File: src/rtl/prog_fetch.sv
`default_nettype none
// ============================================================================
// Module   : prog_fetch
// Function : GPU program fetch unit. Serves longword reads from the local RAM
//            page or from the external bus, with abort handling.
// Revision : 1.0 - initial release
// ============================================================================
module prog_fetch #(
    parameter logic [11:0] LOCAL_PAGE = 12'hF03
) (
    input  logic        clk,
    input  logic        reset_n,
    input  logic        progreq,
    input  logic [21:0] progaddr,
    input  logic        pabort,
    output logic        progack,
    output logic [31:0] gpu_data,
    output logic        lram_rd,
    output logic [9:0]  lram_addr,
    input  logic [31:0] lram_dout,
    output logic        mreq,
    output logic [21:0] maddr,
    input  logic        mack,
    input  logic        mdvalid,
    input  logic [31:0] mdata,
    output logic        pfbusy
);

    typedef enum logic [2:0] {
        S_IDLE   = 3'd0,
        S_LRD    = 3'd1,
        S_LDAT   = 3'd2,
        S_XREQ   = 3'd3,
        S_XWAIT  = 3'd4,
        S_XDRAIN = 3'd5
    } state_t;

    state_t      state_q;
    logic [21:0] addr_q;
    logic        progack_q;
    logic [31:0] gpu_data_q;

    always_ff @(posedge clk or negedge reset_n) begin
        if (!reset_n) begin
            state_q    <= S_IDLE;
            addr_q     <= 22'd0;
            progack_q  <= 1'b0;
            gpu_data_q <= 32'd0;
        end else begin
            progack_q <= 1'b0;
            case (state_q)
                S_IDLE: begin
                    if (progreq && !pabort) begin
                        addr_q  <= progaddr;
                        state_q <= (progaddr[21:10] == LOCAL_PAGE) ? S_LRD : S_XREQ;
                    end
                end
                S_LRD: begin
                    state_q <= pabort ? S_IDLE : S_LDAT;
                end
                S_LDAT: begin
                    state_q <= S_IDLE;
                    if (!pabort) begin
                        gpu_data_q <= lram_dout;
                        progack_q  <= 1'b1;
                    end
                end
                S_XREQ: begin
                    // An abort after the bus has accepted the request must still absorb its data beat.
                    if (mack)
                        state_q <= pabort ? S_XDRAIN : S_XWAIT;
                    else if (pabort)
                        state_q <= S_IDLE;
                end
                S_XWAIT: begin
                    if (mdvalid) begin
                        state_q <= S_IDLE;
                        if (!pabort) begin
                            gpu_data_q <= mdata;
                            progack_q  <= 1'b1;
                        end
                    end else if (pabort) begin
                        state_q <= S_XDRAIN;
                    end
                end
                S_XDRAIN: begin
                    if (mdvalid)
                        state_q <= S_IDLE;
                end
                default: state_q <= S_IDLE;
            endcase
        end
    end

    assign progack   = progack_q;
    assign gpu_data  = gpu_data_q;
    assign lram_rd   = (state_q == S_LRD);
    assign lram_addr = addr_q[9:0];
    assign mreq      = (state_q == S_XREQ);
    assign maddr     = addr_q;
    assign pfbusy    = (state_q != S_IDLE);

endmodule
`default_nettype wire
File: config.mk
export PLATFORM = sky130hd
export DESIGN_NAME = prog_fetch
export DESIGN_NICKNAME = d
export VERILOG_FILES = /design/src/rtl/prog_fetch.sv
export SDC_FILE = /design/constraint.sdc
export NUM_CORES = 1
export LEC_CHECK = 0
export CAP_MARGIN = 20
export CORE_MARGIN = 2
export CORE_UTILIZATION = 41
export DETAILED_ROUTE_END_ITERATION = 12
export GPL_TIMING_DRIVEN = 0
export HOLD_SLACK_MARGIN = 0.08
export MAX_ROUTING_LAYER = met4
export PLACE_DENSITY = 0.95
export REMOVE_ABC_BUFFERS = 1
export SLEW_MARGIN = 20
export SYNTH_ARGS = -nofsm -noshare
export SYNTH_HDL_FRONTEND = slang
export SYNTH_SLANG_ARGS = --single-unit
export TNS_END_PERCENT = 10
File: constraint.sdc
create_clock -name clk -period 5.3 [get_ports clk]
set_input_delay 1.06 -clock clk [delete_from_list [all_inputs] [get_ports clk]]
set_output_delay 1.06 -clock clk [all_outputs]
set_load 0.01 [all_outputs]
==> metrics.md <==
| Metric | Value |
|---|---|
| Yosys warns | `0` |
| FF/Latch Area | `1450 µm²` |
| Fin Setup TNS | `0 ns` |
| Site Rows | `30` |
| Fmax | `0.343 GHz` |
| Sequential fraction of the synthesis area | `52.1%` |
| Die area | `7460 µm²` |
| Final WS setup | `2.38 ns` |
| RR Startpoint | `state_q[0]` |
| Yosys top cell area share | `52.1%` |
| Power Density | `414 nW/µm²` |
| Die X | `86.4 µm` |
| Unrepaired setup endpoints after global routing | `no` |
| Area contributors post-synth | `dfrtp_1 52%, mux2_2 33%, buf_4 3.0%` |
| Starting density of the core | `41.7%` |
| GRT overflow | `0` |
| Initial antenna violation count | `0` |
| Avg Inst Size Synth | `14.7 µm²` |
| WS Path Type | `in2reg` |
| Drt pass-1 iters | `3` |
| Clock Path Buffers | `2` |
| Drt drc | `0` |
| Area Overhead vs Synth | `63.9%` |
| Adder-cell share of the synthesized area | `0%` |
| Layout Skew | `0.0120 ns` |
| Pleak | `1.83 nW` |
| Register bit count reported by yosys | `58` |
| HP Class | `reg2reg` |
| Cells after synthesis | `190` |
| Main combinational cell family by area after synthesis | `multiplexers` |
| # H-tree levels | `3` |
| Period utilization | `55.0%` |
| Synth Area in Compound Gates | `1.93%` |
| Maximum vdd ir drop | `0.000196 V` |
| Status | `finished, final reports clean` |
| Min-delay src | `gpu_data[5]` |
| Clk pin slew, worst setup/hold paths | `0.06 ns` |
| Vias in the first global route | `2318` |
| GRT Total Usage | `19.1%` |
| Area post-placement | `4330 µm²` |
| Netlist cell types | `25` |
| Post-synthesis simple-gate area fraction | `4.54%` |
| Port bufs | `159` |
| Largest area contributor in the netlist | `dfrtp_1` |
| GP Congestion | `0.760` |
| WP data required | `5.50 ns` |
| # hold bufs at CTS | `0` |
| Routed WL per cell | `15.8 µm` |
| Fraction of layout cells with a size suffix above 1 | `28.8%` |
| PostCTS Resize Cnt | `0` |
| Crit-path max FO | `22` |
| Worst slew margin | `29.1%` |
| Reg2Reg Capture Point | `maddr[12]` |
| Largest net degree at the start of global routing | `59` |
| Setup Viol. Count Final | `0` |
| Final instance area | `4560 µm²` |
| Root buf cell | `clkbuf_8` |
| Final Hold Viols | `0` |
| Drt via density | `4.98` |
| Global-route wire length before repair | `10600 µm` |
| Min Tclk post-route | `2.92 ns` |
| Pre-CTS WS | `2.02 ns` |
| CORE AREA | `6680 µm²` |
| Vias | `2125` |
| CTS tree | `built` |
| Nets | `434` |
| Post-Syn Area | `2780 µm²` |
| Multi-input gate area | `1160 µm²` |
| Hold path depth | `1` |
| Max-Cap Viols | `0` |
| CTS Buf Count | `9` |
| Ant diodes | `0` |
| Arr. time, crit path | `3.12 ns` |
| Mux share of post-synthesis cell area | `34.8%` |
| Setup crit end kind | `flip-flop` |
| Post-synthesis xor/xnor area fraction | `0.315%` |
| Io pins | `160` |
| Clock sinks | `58` |
| Final HPWL DP | `5110 µm` |
| CP startpoint kind | `primary input` |
| Post-route ant nets | `0` |
| Die Y | `86.4 µm` |
| Worst Tran Pin Value | `1.06 ns` |
| Initial DRC count | `37` |
| FILL cells | `501` |
| Flop-to-flop setup slack | `3.10 ns` |
| Clock Latency Late Sink | `0.33 ns` |
| Final Max Tran Viols | `0` |
| R2R depth | `3` |
| Drt total wl | `6760 µm` |
| Hold Crit Endpoint | `gpu_data[5]` |
| Postcts setup bufs | `0` |
-- cells by family after synthesis --
group	count (synthesis)
xor gates and xnor gates	1
muxes	86
buffers and inverters	21
DFF	58
AOI/OAI and AO/OA	5
and+or+nand+nor	19
-- report_power, final --
group          internal, mW  switching, mW
Sequential            0.594         0.0887
Combinational         0.482          0.244
Clock                 0.312          0.170
-- routing by layer --
metal	part of all wire, %	up-vias	track usage, %	routed length, µm
li1	-	977	-	-
met1	39	1024	20.8	2650
met2	49	112	33.0	3340
met3	9.4	12	5.33	634
met4	2.0	0	7.81	137
met5	0	-	-	0
-- Yosys cell counts (all sizes together) --
library cell  number
mux2              86
nand3              1
buf               20
nor3b              1
nand2b             1
or4b               1
nand3b             1
o31ai              1
inv                1
nor4bb             1
o2bb2ai            1
or3                1
xnor2              1
dfrtp             58
nor4b              1
nor2               6
nand4              2
a21boi             1
and2               1
o31a               1
and3               2
a32o               1
-- state kept, by name, summed over array words and instances (netlist names) --
signal / flops
gpu_data: 32
state_q: 3
maddr: 22
progack: 1
-- placed cells by master (no fill, tap or decap), types with 2 or more instances in the layout --
cell type / netlist / layout
and3_1: 2 / 2
bufinv_16: 0 / 3
clkbuf_1: 0 / 2
clkbuf_8: 0 / 9
clkdlybuf4s50_1: 0 / 158
dfrtp_1: 58 / 58
mux2_1: 5 / 5
mux2_2: 81 / 81
nand4_1: 2 / 2
nor2_1: 6 / 6
-- worst max-delay path, cell delays in order --
cell and delay, ns:
clkdlybuf4s50_1 0.49, nor2_1 0.23, nand3_1 0.75, mux2_2 0.57
-- area by class of cell --
class	count	share of cell area (%)
Multi-Input combinational cell	111	25.4
Sequential cell	58	31.8
Clock buffer	11	2.88
Tap cell	80	2.19
Timing Repair Buffer	161	35.4
Clock inverter	5	2.25
Inverter	1	0.0823
-- how the worst max path moves through the flow --
stage / startpoint / endpoint / slack [ns] / cells past startpoint
finish: pabort / maddr[12] / 2.38 / 4
global route: pabort / maddr[21] / 2.23 / 4
CTS: pabort / maddr[12] / 2.34 / 4
detailed placement: pabort / gpu_data[20] / 2.02 / 4
global placement: reset_n / state_q[2] / 1.40 / 1
floorplan: pabort / gpu_data[0] / 2.91 / 3
-- through the flow --
stage          hold WS, ns  instances  utilization (%)  total power, mW
6_report             0.502        427             68.3             1.89
3_3_place_gp         0.487        409             64.4             1.39
4_1_cts              0.509        427             68.3             1.92
5_1_grt              0.522        427             68.3             1.99
2_1_floorplan        0.550        170                -            0.940
3_5_place_dp         0.494        411             64.8             1.42
(Power assumes the default switching activity.)
